===== src/rtl/cpu_pkg.sv =====
`default_nettype none
// ============================================================================
// Module      : cpu_pkg
// Description : Shared CPU types and constants for the fetch and decode stages.
// Revision    : 1.0 - initial release
// ============================================================================
package cpu_pkg;

  localparam int XLEN = 32;
  localparam logic [XLEN-1:0] NOP = 32'h00000013;

  typedef struct packed {
    logic [XLEN-1:0] pc;
    logic [XLEN-1:0] instr;
  } fetch_entry_t;

endpackage
`default_nettype wire


===== src/rtl/fetch_fifo.sv =====
`default_nettype none
// ============================================================================
// Module      : fetch_fifo
// Description : Synchronous FIFO of fetch_entry_t with flush and head output.
// Revision    : 1.0 - initial release
// ============================================================================
module fetch_fifo
  import cpu_pkg::*;
#(
  parameter int DEPTH = 4
) (
  input  logic                   clk,
  input  logic                   rst,
  input  logic                   push,
  input  logic                   pop,
  input  logic                   flush,
  input  fetch_entry_t           wdata,
  output fetch_entry_t           head,
  output logic [$clog2(DEPTH):0] count
);

  localparam int AW = $clog2(DEPTH);

  fetch_entry_t   r_mem [DEPTH];
  logic [AW-1:0]  r_wptr;
  logic [AW-1:0]  r_rptr;
  logic [AW:0]    r_count;

  always_ff @(posedge clk or negedge rst) begin
    if (!rst) begin
      r_wptr  <= '0;
      r_rptr  <= '0;
      r_count <= '0;
    end else if (flush) begin
      r_wptr  <= '0;
      r_rptr  <= '0;
      r_count <= '0;
    end else begin
      if (push) r_wptr <= r_wptr + 1'b1;
      if (pop)  r_rptr <= r_rptr + 1'b1;
      case ({push, pop})
        2'b10:   r_count <= r_count + 1'b1;
        2'b01:   r_count <= r_count - 1'b1;
        default: r_count <= r_count;
      endcase
    end
  end

  // Storage carries no reset; validity is tracked solely by r_count.
  // When full, wptr==rptr: a simultaneous push overwrites the slot being popped.
  always_ff @(posedge clk) begin
    if (push && !flush) r_mem[r_wptr] <= wdata;
  end

  assign head  = r_mem[r_rptr];
  assign count = r_count;

endmodule
`default_nettype wire


===== src/rtl/fetch_queue.sv =====
`default_nettype none
// ============================================================================
// Module      : fetch_queue
// Description : Fetch stage owning the PC, buffering {pc, instr} pairs for decode.
// Revision    : 1.0 - initial release
// ============================================================================
module fetch_queue
  import cpu_pkg::*;
#(
  parameter int              XLEN     = 32,
  parameter int              DEPTH    = 4,
  parameter logic [XLEN-1:0] RESET_PC = '0
) (
  input  logic            clk,
  input  logic            rst,
  output logic [XLEN-1:0] imem_addr,
  input  logic [XLEN-1:0] imem_rdata,
  input  logic            redirect_valid,
  input  logic [XLEN-1:0] redirect_pc,
  output logic            out_valid,
  input  logic            out_ready,
  output logic [XLEN-1:0] out_instr,
  output logic [XLEN-1:0] out_pc,
  output logic [XLEN-1:0] out_pc_plus4
);

  localparam int              CW        = $clog2(DEPTH) + 1;
  localparam logic [XLEN-1:0] c_pc_step = XLEN'(4);
  localparam logic [CW-1:0]   c_depth   = CW'(DEPTH);

  logic [XLEN-1:0] r_fetch_pc;
  logic [CW-1:0]   w_count;
  logic            w_valid;
  logic            w_push;
  logic            w_pop;
  fetch_entry_t    w_wdata;
  fetch_entry_t    w_head;

  // Redirect suppresses both sides: the head is discarded by the flush, not consumed.
  assign w_valid = (w_count != '0);
  assign w_pop   = w_valid & out_ready & ~redirect_valid;
  assign w_push  = rst & ~redirect_valid & ((w_count < c_depth) | w_pop);

  assign w_wdata.pc    = r_fetch_pc;
  assign w_wdata.instr = imem_rdata;

  fetch_fifo #(
    .DEPTH (DEPTH)
  ) u_fifo (
    .clk   (clk),
    .rst   (rst),
    .push  (w_push),
    .pop   (w_pop),
    .flush (redirect_valid),
    .wdata (w_wdata),
    .head  (w_head),
    .count (w_count)
  );

  always_ff @(posedge clk or negedge rst) begin
    if (!rst) begin
      r_fetch_pc <= RESET_PC;
    end else if (redirect_valid) begin
      r_fetch_pc <= {redirect_pc[XLEN-1:2], 2'b00};
    end else if (w_push) begin
      r_fetch_pc <= r_fetch_pc + c_pc_step;
    end
  end

  assign imem_addr    = r_fetch_pc;
  assign out_valid    = w_valid;
  assign out_instr    = w_valid ? w_head.instr : '0;
  assign out_pc       = w_valid ? w_head.pc : '0;
  assign out_pc_plus4 = w_valid ? (w_head.pc + c_pc_step) : '0;

endmodule
`default_nettype wire


===== config.mk =====
export PLATFORM = sky130hd
export DESIGN_NAME = fetch_queue
export DESIGN_NICKNAME = d
export VERILOG_FILES = /design/src/rtl/cpu_pkg.sv /design/src/rtl/fetch_fifo.sv /design/src/rtl/fetch_queue.sv
export SDC_FILE = /design/constraint.sdc
export NUM_CORES = 1
export LEC_CHECK = 0
export BUFFER_PORTS_ARGS = -buffer_cell sky130_fd_sc_hd__buf_2
export CAP_MARGIN = 0
export CORE_ASPECT_RATIO = 1.25
export CORE_MARGIN = 2
export CORE_UTILIZATION = 24
export CTS_CLUSTER_DIAMETER = 100
export DETAILED_ROUTE_END_ITERATION = 8
export GPL_ROUTABILITY_DRIVEN = 1
export PLACE_DENSITY_LB_ADDON = 0.05
export SKIP_CTS_REPAIR_TIMING = 1
export SLEW_MARGIN = 20
export SYNTH_ARGS = -nofsm -noshare
export SYNTH_HDL_FRONTEND = slang
export SYNTH_SLANG_ARGS = --single-unit
export TNS_END_PERCENT = 100

===== constraint.sdc =====
create_clock -name clk -period 7.1 [get_ports clk]
set_clock_uncertainty 0.15 [all_clocks]
set_input_delay 0 -clock clk [delete_from_list [all_inputs] [get_ports clk]]
set_output_delay 0 -clock clk [all_outputs]
set_load 0.05 [all_outputs]

==> results.toml <==
[logic_synthesis]
yosysSeqAreaShare_pct = 67.9
syn_area_per_cell_sq_um = 15.7
ys_warn_count = 0
synthDistinctLibCells = 43
ys_ff_latch = 285
synth_edf_count = 248
synth-async-reset-ratio_pct = 13.0
synth_area_sq_um = 12300
ys_top_cells_by_area = "edfxtp_1 60%, mux4_2 10%, dfrtp_1 7.5%"
synthCells = 784
synthFlopType = "edfxtp_1"
synth.top_cell.area_share_pct = 60.4
synth_largest_area_cell = "edfxtp_1"

[final_layout]
fillCellCount = 5125
drive_gt1_share_pct = 30.5
multi_input_area_sq_um = 3710
syn2layout_area_growth_pct = 29.1
instances_no_fill = 1734
layout.nets = 1124
seq_area_sq_um = 8380

[floorplan]
die_w_um = 207
die_h_um = 257
ios = 197
start_util_pct = 24.3
dieArea_sq_um = 53200
rows = 92
core_sq_um = 50600

[outcome]
status = "finished, violations left"
violations = "negative hold slack"

[grt]
grt_max_degree = 61
antenna_found_initial = 0
grt_pass1_vias = 7819
grt-ovfl-total = 0
grt_pass1_wl_mm = 53.2
grt_usage_pct = 13.7

[placement]
gp_congestion = 0.695
hpwl_mm = 22.8
place_inst = 1598
port_buffers = 188

[clocking]
clk_path_buf_depth = 3
clk_pin_slew_ns = 0.05
cts_buffers = 36
cts-root-buf = "clkbuf_16"
tritoncts = "built"
insertion_delay_ns = 0.52
clock-sinks = 285
h-tree-depth = 2

[route]
routedWlPerCell_um = 21.1
topRoutingLayerUsed = "met4"
drtPass1Iterations = 4
wl_mm = 36.6
via_count = 7611
wl_met3_mm = 2.06
drtIter0Drc = 370
dr_wl_met2_mm = 17.4
drc = 0
wl_met1_mm = 16.4
via_per_inst = 4.39
antenna_left = 0

[worst_setup_path]
startpoint = "u_fifo.r_rptr[1]"
worstReg2RegStart = "imem_addr[4]"
rrSetupSlack_ns = 4.08
regToRegEndpoint = "imem_addr[27]"
endpoint = "out_pc_plus4[31]"
cp-start-kind = "flop"
reg2reg_depth = 5
crit_arrival_ns = 4.31
crit_path_end_kind = "output port"
cp.required_ns = 6.95
cp_slowest_stage_delay_ns = 0.91
crit_fanout = 40
crit_chain = "buf_4, mux4_1, nand3_2, or3_1, or4_1, mux2_1, buf_2"
critPathKind = "reg -> out"
cp_slowest_cell = "dfrtp_4"

[power]
fin_total_pwr_mw = 6.83
p_leak_nw = 5.62
ir_drop_uv = 235
powerDensity_nw_per_um2 = 429

[timing]
rsz0062_at_grt = "false"
maxSlewHeadroom_pct = 40.6
final-hold-violation-count = 30
setup_tns_ns = 0
fmax_ghz = 0.224
period_minus_slack_ns = 4.46
holdWs_ns = -0.0443
setup_viol = 0
final_max_slew_viol_count = 0
fin_crit_sh_pct = 62.8
worst_pin_slew_ns = 0.891

[hold_path]
holdCritPathClass = "in -> async"

[job]
drv_cap = 0
-- layout make-up --
type,instances,area share [%]
sequential,285,52.6
multi-input combinational,441,23.3
timing repair buffer,269,10.8
clock buffer,45,6.07
tap,658,5.17
clock inverter,19,1.55
inverter,16,0.377
antenna,1,0.0157
-- metal layers --
metal	up-vias	GRT usage [%]
met4	0	3.62
met3	42	3.51
li1	3536	-
met5	-	0
met2	180	22.3
met1	3853	18.1
-- kinds of logic (layout without fill, tap and decap cells) --
logic type / after synthesis / in the layout / share of synthesized area [%]
compound gates: 62 / 62 / 2.82
xor+xnor: 36 / 36 / 2.56
fa+ha+maj: 7 / 7 / 0.771
buf+inv: 63 / 349 / 2.35
flops: 285 / 285 / 67.9
mux: 72 / 72 / 12.4
other cells: 1 / 7 / 0.0304
simple gates: 258 / 258 / 11.2
-- stage by stage --
step / hold WS, ns / instance area (sq um) / worst slack, ns / util (%)
3_5_place_dp: -0.00902 / 14000 / 3.03 / 27.6
3_3_place_gp: -0.00909 / 14000 / 3.04 / 27.6
4_1_cts: -0.574 / 15200 / 2.46 / 30.0
5_1_grt: 0.00868 / 15900 / 2.39 / 31.4
2_1_floorplan: -0.446 / 12400 / 3.82 / -
6_report: -0.0443 / 15900 / 2.64 / 31.4
-- state kept, by name, summed over array words and instances, names as in the netlist --
signal,cells
u_fifo.count,3
u_fifo.r_rptr,2
u_fifo.r_wptr,2
imem_addr,30
u_fifo.r_mem,248
-- cell usage after synthesis (8+ instances only) --
library cell and instances:
a21oi_1 12, and2_1 62, and3_1 11, buf_4 8, clkbuf_1 28, dfrtp_1 37, edfxtp_1 248, inv_1 16
mux4_2 57, nand2_1 49, nand3_1 19, nand4_1 13, nor2_1 44, nor3_1 17, nor4_1 12, o21ai_0 33
or3_1 11, xnor2_1 26, xor2_1 10
-- worst min path at each step --
stage	from	endpoint	slack, ns	cells past startpoint
floorplan	rst	imem_addr[10]	-0.45	0
global route	rst	imem_addr[9]	0.009	3
detailed placement	rst	imem_addr[9]	-0.009	2
global placement	rst	imem_addr[9]	-0.009	2
CTS	rst	imem_addr[15]	-0.57	2
finish	rst	imem_addr[9]	-0.04	3
-- worst max-delay path: cells and delay by family (launching register included) --
kind	cells	cell delay [ns]
AND/OR/NAND/NOR	3	1.36
flip-flops	1	0.91
buffers and inverters	2	0.75
multiplexers	2	0.75
-- layout by cell type (no fill, tap or decap), drive strengths merged, types with 10 or more instances in the layout --
cell	synthesis	routed
edfxtp	248	248
buf	19	198
dlygate4sd3	0	71
and2	62	62
mux4	62	62
nand2	49	49
clkbuf	28	45
nor2	44	44
dfrtp	37	37
o21ai	33	33
xnor2	26	26
nand3	20	20
nor3	17	17
inv	16	16
nand4	14	14
a21oi	12	12
nor4	12	12
or3	11	11
and3	11	11
xor2	10	10
clkinv	0	10
-- report_power, final --
part	internal, mW	switching [mW]	leakage (nW)
clock network	1.18	0.702	0.584
registers	1.93	0.160	2.70
logic	0.750	2.11	2.33
total	3.86	2.97	5.62
No activity file was read; power rests on OpenSTA's default activity.
